==> config.mk <==
export PLATFORM = sky130hd
export DESIGN_NAME = mem_ctrl
export DESIGN_NICKNAME = d
export VERILOG_FILES = /design/src/rtl/mem_ctrl.sv
export SDC_FILE = /design/constraint.sdc
export NUM_CORES = 1
export LEC_CHECK = 0
export CORE_MARGIN = 2
export CORE_UTILIZATION = 40
export DETAILED_ROUTE_END_ITERATION = 10
export PLACE_DENSITY = 0.68
export SLEW_MARGIN = 10
export SYNTH_ARGS = -nofsm -noshare
export SYNTH_HDL_FRONTEND = slang
export SYNTH_SLANG_ARGS = --single-unit
==> constraint.sdc <==
create_clock -name clk_in -period 6.1 [get_ports clk_in]
set_input_delay 1.22 -clock clk_in [delete_from_list [all_inputs] [get_ports clk_in]]
set_output_delay 1.22 -clock clk_in [all_outputs]
set_load 0.005 [all_outputs]
==> src/rtl/mem_ctrl.sv <==
// mem_ctrl: serialises MEM load/store and IF fetch requests into byte
// accesses on the 8-bit RAM/IO bus and reassembles load data.
module mem_ctrl #(
    parameter logic [31:0] IO_ADDR_LO = 32'h00030000
) (
    input  logic        clk_in,
    input  logic        rst_in,
    input  logic        rdy_in,
    input  logic        read_mem,
    input  logic        write_mem,
    input  logic [31:0] mem_addr_to_read,
    input  logic [31:0] mem_data_to_write,
    input  logic [2:0]  data_len,
    output logic        mem_load_done,
    output logic [31:0] mem_ctrl_read_in,
    output logic [1:0]  mem_ctrl_busy_state,
    input  logic        if_read_req,
    input  logic [31:0] if_addr,
    output logic        if_done,
    output logic [31:0] if_inst,
    input  logic [7:0]  mem_din,
    output logic [7:0]  mem_dout,
    output logic [31:0] mem_a,
    output logic        mem_wr,
    input  logic        io_buffer_full
);

    typedef enum logic [1:0] {IDLE, READ, WRITE} state_t;

    state_t      state_q, state_d;
    logic [3:0]  cnt_q, cnt_d;
    logic [3:0]  len_q, len_d;
    logic [31:0] base_q, base_d;
    logic [31:0] wdata_q, wdata_d;
    logic [31:0] asm_q, asm_d;
    logic        own_if_q, own_if_d;
    logic        mem_done_q, mem_done_d;
    logic        if_done_q, if_done_d;
    logic [31:0] rd_data_q, rd_data_d;
    logic [31:0] inst_q, inst_d;

    logic [31:0] cur_addr;
    logic        in_io;
    logic        io_stall;
    logic        load_len_ok;
    logic [1:0]  bidx;

    assign cur_addr    = base_q + {28'd0, cnt_q};
    assign in_io       = (cur_addr >= IO_ADDR_LO) && (cur_addr <= IO_ADDR_LO + 32'd7);
    assign io_stall    = (state_q == WRITE) && in_io && io_buffer_full;
    assign load_len_ok = (data_len == 3'd1) || (data_len == 3'd2) || (data_len == 3'd4);
    // Byte slot filled at this edge holds data for the address of the previous cycle.
    assign bidx        = cnt_q[1:0] - 2'd1;

    assign mem_load_done       = mem_done_q;
    assign if_done             = if_done_q;
    assign mem_ctrl_read_in    = rd_data_q;
    assign if_inst             = inst_q;
    assign mem_ctrl_busy_state = {state_q != IDLE, (state_q != IDLE) && own_if_q};

    // Bus drive: address/data for the current byte; writes gated by ready and IO stall.
    always_comb begin
        mem_a    = 32'd0;
        mem_dout = 8'd0;
        mem_wr   = 1'b0;
        case (state_q)
            READ: begin
                if (cnt_q < len_q) mem_a = cur_addr;
            end
            WRITE: begin
                mem_a    = cur_addr;
                mem_dout = wdata_q[{cnt_q[1:0], 3'b000} +: 8];
                mem_wr   = rdy_in && !io_stall;
            end
            default: ;
        endcase
    end

    // Next-state: accept with write > read > fetch priority, step through bytes, pulse done.
    always_comb begin
        state_d    = state_q;
        cnt_d      = cnt_q;
        len_d      = len_q;
        base_d     = base_q;
        wdata_d    = wdata_q;
        asm_d      = asm_q;
        own_if_d   = own_if_q;
        mem_done_d = 1'b0;
        if_done_d  = 1'b0;
        rd_data_d  = rd_data_q;
        inst_d     = inst_q;
        case (state_q)
            IDLE: begin
                if (write_mem) begin
                    state_d  = WRITE;
                    len_d    = {1'b0, data_len} + 4'd1;
                    base_d   = mem_addr_to_read;
                    wdata_d  = mem_data_to_write;
                    cnt_d    = 4'd0;
                    own_if_d = 1'b0;
                end else if (read_mem && load_len_ok) begin
                    state_d  = READ;
                    len_d    = {1'b0, data_len};
                    base_d   = mem_addr_to_read;
                    asm_d    = 32'd0;
                    cnt_d    = 4'd0;
                    own_if_d = 1'b0;
                end else if (if_read_req) begin
                    state_d  = READ;
                    len_d    = 4'd4;
                    base_d   = if_addr;
                    asm_d    = 32'd0;
                    cnt_d    = 4'd0;
                    own_if_d = 1'b1;
                end
            end
            READ: begin
                if (cnt_q != 4'd0) asm_d[{bidx, 3'b000} +: 8] = mem_din;
                if (cnt_q == len_q) begin
                    state_d = IDLE;
                    cnt_d   = 4'd0;
                    if (own_if_q) begin
                        if_done_d = 1'b1;
                        inst_d    = asm_d;
                    end else begin
                        mem_done_d = 1'b1;
                        rd_data_d  = asm_d;
                    end
                end else begin
                    cnt_d = cnt_q + 4'd1;
                end
            end
            WRITE: begin
                if (!io_stall) begin
                    if (cnt_q == len_q - 4'd1) begin
                        state_d    = IDLE;
                        cnt_d      = 4'd0;
                        mem_done_d = 1'b1;
                    end else begin
                        cnt_d = cnt_q + 4'd1;
                    end
                end
            end
            default: state_d = IDLE;
        endcase
    end

    // State registers: synchronous reset; everything frozen while rdy_in is low.
    always_ff @(posedge clk_in) begin
        if (rst_in) begin
            state_q    <= IDLE;
            cnt_q      <= 4'd0;
            len_q      <= 4'd0;
            own_if_q   <= 1'b0;
            mem_done_q <= 1'b0;
            if_done_q  <= 1'b0;
            rd_data_q  <= 32'd0;
            inst_q     <= 32'd0;
        end else if (rdy_in) begin
            state_q    <= state_d;
            cnt_q      <= cnt_d;
            len_q      <= len_d;
            own_if_q   <= own_if_d;
            mem_done_q <= mem_done_d;
            if_done_q  <= if_done_d;
            rd_data_q  <= rd_data_d;
            inst_q     <= inst_d;
        end
    end

    // Datapath registers: address, store data and assembly buffer need no reset.
    always_ff @(posedge clk_in) begin
        if (rdy_in) begin
            base_q  <= base_d;
            wdata_q <= wdata_d;
            asm_q   <= asm_d;
        end
    end

endmodule

==> results of run 1 <==
## sequential cells by signal, indices dropped and copies added (netlist names)
register / count
cnt_q: 4
mem_ctrl_read_in: 32
base_q: 32
if_inst: 32
mem_load_done: 1
len_q: 4
wdata_q: 32
state_q: 2
if_done: 1
asm_q: 32
own_if_q: 1
## logic make-up (layout without fill, tap and decap cells)
group	after synthesis	after routing	synth area share, %
buffers and inverters	80	288	3.789
AOI/OAI and AO/OA	153	153	12.43
adders and majority gates	25	25	3.717
other	0	1	0
DFF	173	173	51.34
xor gates and xnor gates	37	37	3.760
muxes	45	45	6.867
and+or+nand+nor	323	323	18.10
## cell usage in the layout (no fill, tap or decap), drive strengths merged, types with 3 or more instances in the layout
cell	instances
a211oi	72
a21oi	40
and2	11
and3	20
and4	6
buf	12
clkbuf	18
clkdlybuf4s50	221
clkinv	7
dfxtp	77
edfxtp	96
ha	24
inv	29
mux2	33
mux2i	4
mux4	8
nand2	35
nand2b	14
nand3	15
nand4	9
nor2	149
nor3	33
nor3b	4
nor4	7
nor4b	3
o211ai	3
o21ai	6
o311a	3
o31ai	4
or2	6
or3	4
or4	4
xnor2	24
xor2	13
## metrics by stage
stage / cells / utilization [%]
floorplan: 836 / -
CTS: 1319 / 55.35
global route: 1319 / 55.35
finish: 1320 / 55.36
detailed placement: 1287 / 52.43
global placement: 1287 / 52.43
## how the worst max path moves through the flow
stage / from / end / slack [ns] / depth (start not counted)
after floorplan: cnt_q[1]$_SDFFE_PP0P_ / mem_wr / 1.45 / 11
after global placement: cnt_q[0]$_SDFFE_PP0P_ / mem_wr / 1.11 / 11
after detailed placement: cnt_q[0]$_SDFFE_PP0P_ / mem_wr / 1.04 / 11
after CTS: cnt_q[0]$_SDFFE_PP0P_ / mem_wr / 0.59 / 11
after global routing: cnt_q[0]$_SDFFE_PP0P_ / mem_wr / 0.26 / 11
final: cnt_q[0]$_SDFFE_PP0P_ / mem_wr / 0.54 / 11
## worst max-delay path, stage by stage (launching register included)
cell,delay [ns]
dfxtp_1,0.34
ha_1,0.17
inv_1,0.05
fa_1,0.39
nand2b_1,0.20
a211oi_1,0.45
nand3_1,0.24
nor4b_1,0.35
o221ai_1,0.20
or4_1,0.74
and3_1,0.29
clkdlybuf4s50_1,0.48
## cell usage after synthesis (8+ instances only)
cell type	instances	area, um^2
a211oi_1	71	533.0
a21oi_1	40	200.2
and2_1	10	62.56
and3_1	19	118.9
buf_1	8	30.03
buf_2	9	45.04
clkbuf_1	38	142.6
dfxtp_1	77	1541
edfxtp_1	96	2883
ha_1	24	300.3
inv_1	22	82.58
mux2_2	33	371.6
mux4_2	8	180.2
nand2_1	35	131.4
nand2b_1	14	87.58
nand3_1	15	75.07
nand4_1	8	50.05
nor2_1	149	559.3
nor3_1	32	160.2
xnor2_1	24	210.2
xor2_1	13	113.9
## final cells by class
class / count / area (um^2) / share of cell area, %
diodes: 1 / 2.502 / 0.02143
clock buffers: 18 / 450.4 / 3.858
clock inverters: 14 / 165.2 / 1.415
inverters: 23 / 86.33 / 0.7395
multi-input cells: 583 / 3902 / 33.43
flip-flops and latches: 173 / 4424 / 37.90
well taps: 275 / 344.1 / 2.947
repair buffers: 233 / 2300 / 19.70
## routing by layer
metal | GRT usage [%] | part of all wire (%)
met5 | 0 | 0
met3 | 5.271 | 8.2
met2 | 31.00 | 46
met1 | 26.06 | 44
met4 | 6.028 | 1.6
## power groups by stage
stage | Sequential [W] | Clock, W | Combinational (W)
CTS | 0.00135 | 0.00114 | 0.000383
global placement | 0.00138 | 0 | 0.000378
detailed placement | 0.00138 | 0 | 0.000380
finish | 0.00135 | 0.00111 | 0.000378
global route | 0.00136 | 0.00118 | 0.000415
floorplan | 0.00136 | 0 | 0.000211
==> results_dict.tcl, run 1 <==
set metrics [dict create \
    postRouteAntennaNets 0 \
    synth_cells 836 \
    fin_crit_sh_pct 91.09 \
    postCtsSetupRepairBufs 0 \
    synth_edf_count 96 \
    min_from "mem_ctrl_read_in[0]$_SDFFE_PP0P_" \
    fin_hold_ws_ns 0.4989 \
    cts_max_level 4 \
    clock-skew-final_ns 0.01734 \
    max_freq_ghz 0.1800 \
    period_needed_ns 5.557 \
    antenna_found_initial 0 \
    ff2ff_setup_slack_ns 2.40 \
    ys_types 64 \
    place_worst_setup_slack_ns 1.045 \
    synthArstFlopShare_pct 0 \
    cts_resized 0 \
    synth_seq_cells 173 \
    min_path_cells 2 \
    clock_sinks 173 \
    drc_errors 0 \
    cts_inserted_buffers 17 \
    power.internal_w 0.002082 \
    worst_slack_ns 0.5432 \
    hold_buffers 0 \
    core-area_um2 21090 \
    rsz0062_at_grt "no" \
    yosysWarnings 0 \
    holdPathEnd "mem_ctrl_read_in[0]$_SDFFE_PP0P_" \
    cts_tree "done" \
    p_leak_nw 3.907 \
    clk_pin_slew_worst_paths_ns 0.07 \
    required_ns 4.88 \
    cp-start-kind "flip-flop" \
    die_w_um 150.8 \
    syn-cell-area_um2 8618 \
    p_sw_w 0.0007608 \
    arrival_ns 4.34 \
    clkLatencyLatePin_ns 0.43 \
    switching_share_pct 26.77 \
    maxSlewViolCount 0 \
    synth_nets 975 \
    dieArea_um2 22740 \
    power.total_w 0.002842 \
    dr.first_iter.drc_count 449 \
    setup_viol 0 \
    hold_viol 0 \
    synthFlopType "edfxtp_1" \
    num-fill-cells 1889 \
    gp_congestion 0.8970 \
    grt.total_usage_pct 19.49 \
    nets 1170 \
    placed_cell_area_um2 11060 \
    totalWireLength_um 22280 \
    r2r-end "state_q[1]$_SDFFE_PP0P_" \
    yosysSeqAreaShare_pct 51.34 \
    avgSynthCellArea_um2 10.31 \
    syn2layout_area_growth_pct 35.47 \
    dp_hpwl_um 15720 \
    cp_max_fo 9 \
    clockBufferDepth 2 \
    grt_pass1_wl_um 34640 \
    seq_power_share_pct 47.6 \
    initial_core_util_pct 40.87 \
    drv_cap 0 \
    timing.rr.start "cnt_q[0]$_SDFFE_PP0P_" \
    ir_drop_uv 195.4 \
    critPathKind "flip-flop to output port" \
    tightest_slew_ns 0.9630 \
    dieHeight_um 150.8 \
    powerDensity_nw_per_um2 243.5 \
    drt-vias-per-instance 5.233 \
    end_kind "output port" \
    r2r_cells 11 \
    holdCritPathClass "flip-flop to flip-flop" \
    cts_root_buf "clkbuf_16" \
    grt_pass1_vias 6693 \
    grt-ovfl-total 0 \
    wl_per_cell_um 16.88 \
    setup_tns_ns 0 \
    p_clk_share_pct 39.1 \
    io_pins 223 \
    final_area_um2 11670 \
    rows 53 \
    drt_first_pass_iters 5 \
    portBuffers 222 \
    grt_max_degree 66 \
    run_status "completed" \
    relSlewSlack_pct 35.65 \
    drive_above_1_share_pct 9.962 \
    combPwrFrac_pct 13.3 \
    vias 6907 \
]
Power figures use the tool's default switching activity.
==> run 2: changes to the inputs <==
==> constraint.sdc (replaced) <==
create_clock -name clk_in -period 6.1 [get_ports clk_in]
set_input_delay 1.22 -clock clk_in [delete_from_list [all_inputs] [get_ports clk_in]]
set_output_delay 1.22 -clock clk_in [all_outputs]
set_load 0.02 [all_outputs]
==> results_dict.tcl, run 2 (synthesized netlist as in run 1, its figures left out) <==
set metrics [dict create \
    rsz0062_at_grt "no" \
    path_delay_family "simple AND/OR/NAND/NOR gates" \
    hold_viol 0 \
    rows 53 \
    postCtsSetupRepairBufs 0 \
    cp_max_fo 9 \
    required_ns 4.88 \
    fin_crit_sh_pct 92.92 \
    nets 1170 \
    relSlewSlack_pct 37.17 \
    drt-met1-wl_um 9751 \
    period_needed_ns 5.668 \
    grt_pass1_wl_um 35330 \
    crit_chain "ha_1, inv_1, fa_1, nand2b_1, a211oi_1, nand3_1, nor4b_1, o221ai_1, or4_1, and3_1, clkdlybuf4s50_1" \
    cts_inserted_buffers 17 \
    dr.first_iter.drc_count 413 \
    io_pins 223 \
    route.met2.wl_um 10610 \
    cts_tree "done" \
    clkLatencyLatePin_ns 0.45 \
    drv_cap 0 \
    antenna_found_initial 0 \
    hold_buffers 0 \
    setup_tns_ns 0 \
    top_layer_used "met4" \
    dp_hpwl_um 16110 \
    grt-ovfl-total 0 \
    path_buf_inv 2 \
    initial_core_util_pct 40.87 \
    final_cell_mix "clkdlybuf4s50_1, nor2_1, edfxtp_1" \
    holdCritPathClass "flip-flop to flip-flop" \
    cp-start-kind "flip-flop" \
    dieHeight_um 150.8 \
    wl_met3_um 2033 \
    regArea_um2 4424 \
    critPathKind "flip-flop to output port" \
    setup_viol 0 \
    cpMaxStageDelayCell "or4_1" \
    dieArea_um2 22740 \
    die_w_um 150.8 \
    grt_pass1_vias 6785 \
    run_status "completed" \
    drc_errors 0 \
    cts_resized 0 \
    clock_sinks 173 \
    tightest_slew_ns 0.9403 \
    postRouteAntennaNets 0 \
    final_common_cell "clkdlybuf4s50_1" \
    end_kind "output port" \
    clockBufferDepth 2 \
    drt-vias-per-instance 5.326 \
    syn2layout_area_growth_pct 35.87 \
    powerDensity_nw_per_um2 250.0 \
    power.total_w 0.002928 \
    totalWireLength_um 22740 \
    arrival_ns 4.45 \
    slowest_delay_ns 0.73 \
    gp_congestion 0.8841 \
    vias 7030 \
    drt_first_pass_iters 5 \
    portBuffers 222 \
    cts_root_buf "clkbuf_16" \
    clock-skew-final_ns 0.01502 \
    ir_drop_uv 203.7 \
    place_worst_setup_slack_ns 0.9536 \
    core-area_um2 21090 \
    cts_max_level 4 \
    clk_pin_slew_worst_paths_ns 0.08 \
    num-fill-cells 1901 \
    grt.total_usage_pct 19.82 \
    drive_above_1_share_pct 9.962 \
    grt_max_degree 66 \
    p_leak_nw 3.919 \
    max_freq_ghz 0.1764 \
    worst_slack_ns 0.4318 \
    maxSlewViolCount 0 \
    multi_input_area_um2 3902 \
    wl_per_cell_um 17.23 \
]
-- run 2: cell count changes in the layout (fill, tap and decap cells not counted), sizes merged --
cell / previous run / this run
clkbuf: 18 / 17
clkinv: 7 / 8
clkinvlp: 1 / 0
inv: 29 / 30
-- run 2: worst paths after layout --
path	from	endpoint	slack [ns]	depth (start not counted)
setup / recovery	cnt_q[0]$_SDFFE_PP0P_	mem_wr	0.43	11
hold / removal	if_done$_SDFFE_PP0P_	if_done$_SDFFE_PP0P_	0.50	2
setup reg to reg	cnt_q[0]$_SDFFE_PP0P_	state_q[1]$_SDFFE_PP0P_	2.37	11
hold reg to reg	if_done$_SDFFE_PP0P_	if_done$_SDFFE_PP0P_	0.50	2
-- run 2: through the flow --
stage                     util (%)  std cells  hold slack, ns  instance area (um^2)
final                        55.53       1320          0.4975                 11710
after floorplan                  -        836          0.4888                  8618
after global routing         55.52       1319          0.5194                 11710
after detailed placement     52.43       1287          0.4824                 11060
after global placement       52.43       1287          0.4709                 11060
after CTS                    55.52       1319          0.5043                 11710
-- run 2: power by group --
group,internal (W),total (W),switching (W)
logic,0.000200,0.000408,0.000208
registers,0.00130,0.00135,0.0000491
clock network,0.000579,0.00117,0.000588
-- run 2: layer usage --
layer	track usage, %	vias to the layer above
met2	32.48	245
met1	25.60	3329
met4	6.215	0
li1	-	3433
met5	0	-
met3	5.422	23
-- run 2: area by class of cell --
| type | instances | share of cell area (%) |
|---|---|---|
| Inverter | 23 | 0.7373 |
| Clock buffer | 17 | 3.633 |
| Clock inverter | 15 | 1.923 |
| Sequential cell | 173 | 37.78 |
| Antenna cell | 1 | 0.02137 |
| Multi-Input combinational cell | 583 | 33.33 |
| Timing Repair Buffer | 233 | 19.64 |
| Tap cell | 275 | 2.938 |
-- run 2: worst reg2reg max path: stages (launching register included) --
cell,delay [ns]
dfxtp_1,0.34
ha_1,0.17
inv_1,0.06
fa_1,0.39
nand2b_1,0.20
a211oi_1,0.46
nand3_1,0.24
nor4b_1,0.37
o221ai_1,0.18
or4_1,0.73
and3_4,0.28
a32o_1,0.20
==> run 3: changes to the inputs <==
--- a/config.mk
+++ b/config.mk
@@ -5,7 +5,7 @@
 export SDC_FILE = /design/constraint.sdc
 export NUM_CORES = 1
 export LEC_CHECK = 0
-export CORE_MARGIN = 2
+export CORE_MARGIN = 3
 export CORE_UTILIZATION = 40
 export DETAILED_ROUTE_END_ITERATION = 10
 export PLACE_DENSITY = 0.68
==> results_dict.tcl, run 3 (synthesized netlist as in run 1, its figures left out) <==
set metrics [dict create \
    postCtsSetupRepairBufs 0 \
    syn2layout_area_growth_pct 35.22 \
    critPathKind "flip-flop to output port" \
    crit_chain "ha_1, inv_1, fa_1, nand2b_1, a211oi_1, nand3_1, nor4b_1, o221ai_1, or4_1, and3_1, clkdlybuf4s50_1" \
    core-area_um2 21090 \
    cp-start-kind "flip-flop" \
    clk_pin_slew_worst_paths_ns 0.07 \
    power.internal_w 0.002062 \
    grt_max_degree 82 \
    worst_slack_ns 0.4127 \
    combPwrFrac_pct 14.2 \
    drive_above_1_share_pct 9.789 \
    dp_hpwl_um 15940 \
    grt.total_usage_pct 19.29 \
    fin_crit_sh_pct 93.23 \
    period_needed_ns 5.687 \
    cts_resized 0 \
    dieArea_um2 23340 \
    cpMaxStageDelayCell "or4_1" \
    grt_pass1_wl_um 36870 \
    clkLatencyLatePin_ns 0.44 \
    maxSlewViolCount 0 \
    cts_inserted_buffers 17 \
    clockBufferDepth 2 \
    fin_hold_ws_ns 0.4954 \
    totalWireLength_um 22650 \
    portBuffers 222 \
    gp_congestion 0.8905 \
    diodes 0 \
    drc_errors 0 \
    cts_max_level 4 \
    required_ns 4.88 \
    clock_sinks 173 \
    p_sw_w 0.0007917 \
    cts_root_buf "clkbuf_16" \
    powerDensity_nw_per_um2 244.8 \
    nets 1168 \
    rsz0062_at_grt "no" \
    holdCritPathClass "flip-flop to flip-flop" \
    path_delay_family "simple AND/OR/NAND/NOR gates" \
    vias 6957 \
    dr.first_iter.drc_count 453 \
    ir_drop_uv 191.5 \
    switching_share_pct 27.75 \
    relSlewSlack_pct 36.37 \
    rows 53 \
    postRouteAntennaNets 0 \
    dieHeight_um 152.8 \
    initial_core_util_pct 40.87 \
    io_pins 223 \
    drv_cap 0 \
    setup_tns_ns 0 \
    seq_power_share_pct 47.4 \
    p_leak_nw 3.895 \
    final_common_cell "clkdlybuf4s50_1" \
    path_buf_inv 2 \
    end_kind "output port" \
    wl_per_cell_um 17.20 \
    cts_tree "done" \
    place_worst_setup_slack_ns 0.9352 \
    cp_max_fo 9 \
    arrival_ns 4.47 \
    slowest_delay_ns 0.72 \
    hold_viol 0 \
    grt_pass1_vias 6920 \
    grt-ovfl-total 0 \
    drt_first_pass_iters 5 \
    final_cell_mix "clkdlybuf4s50_1, nor2_1, edfxtp_1" \
    tightest_slew_ns 0.9522 \
    drt-vias-per-instance 5.282 \
    hold_buffers 0 \
    clock-skew-final_ns 0.01280 \
    run_status "completed" \
    p_clk_share_pct 38.4 \
    max_freq_ghz 0.1758 \
    die_w_um 152.8 \
    antenna_found_initial 0 \
    setup_viol 0 \
]
[run 3: changes by cell type in the layout (fill, tap and decap cells not counted)]
cell,change
buf_4,-2
nor2_2,-1
diode_2,-1
nor2_4,+1
inv_16,-1
inv_12,-4
inv_8,+5
clkinv_8,-2
clkinv_4,+2
[run 3: layer usage]
layer  part of all wire [%]  global-route usage, %  vias to the layer above  wire [um]
met4                    1.3                  4.497                        0        293
met1                     44                  25.62                     3270      10060
met3                    7.4                  5.765                       23       1668
li1                       -                      -                     3430          -
met5                      0                      0                        -          0
met2                     47                  31.28                      234      10620
[run 3: worst paths after layout]
kind                    startpoint                      end  slack (ns)  cells after the start
max          cnt_q[0]$_SDFFE_PP0P_                   mem_wr        0.41                     11
min           if_done$_SDFFE_PP0P_     if_done$_SDFFE_PP0P_        0.50                      2
max reg2reg  cnt_q[0]$_SDFFE_PP0P_  state_q[1]$_SDFFE_PP0P_        2.35                     11
min reg2reg   if_done$_SDFFE_PP0P_     if_done$_SDFFE_PP0P_        0.50                      2
[run 3: power groups by stage]
stage	sequential, W	clock [W]	combinational, W
after floorplan	0.00137	0	0.000225
after global routing	0.00136	0.00117	0.000445
after CTS	0.00135	0.00112	0.000410
after detailed placement	0.00138	0	0.000407
final	0.00135	0.00109	0.000406
after global placement	0.00138	0	0.000405
[run 3: stage by stage]
stage                     cell area (um^2)  total power (W)  util [%]  instances
final                                11650         0.002853     55.26       1317
after global routing                 11650         0.002976     55.26       1317
after CTS                            11650         0.002880     55.26       1317
after detailed placement             11050         0.001785     52.39       1285
after global placement               11050         0.001781     52.39       1285
after floorplan                       8618         0.001596         -        836
[run 3: tightest hold or removal path, cell delays in order, from the launching register on]
cell	delay [ns]
dfxtp_1	0.33
a21oi_1	0.06
nor2_1	0.07
[run 3: final cells by class]
class                           instances  area, um^2
Fill cell                            1896        9434
Sequential cell                       173        4424
Multi-Input combinational cell        583        3908
Timing Repair Buffer                  231        2285
Clock buffer                           17       425.4
Tap cell                              275       344.1
Clock inverter                         15       181.4
Inverter                               23       86.33
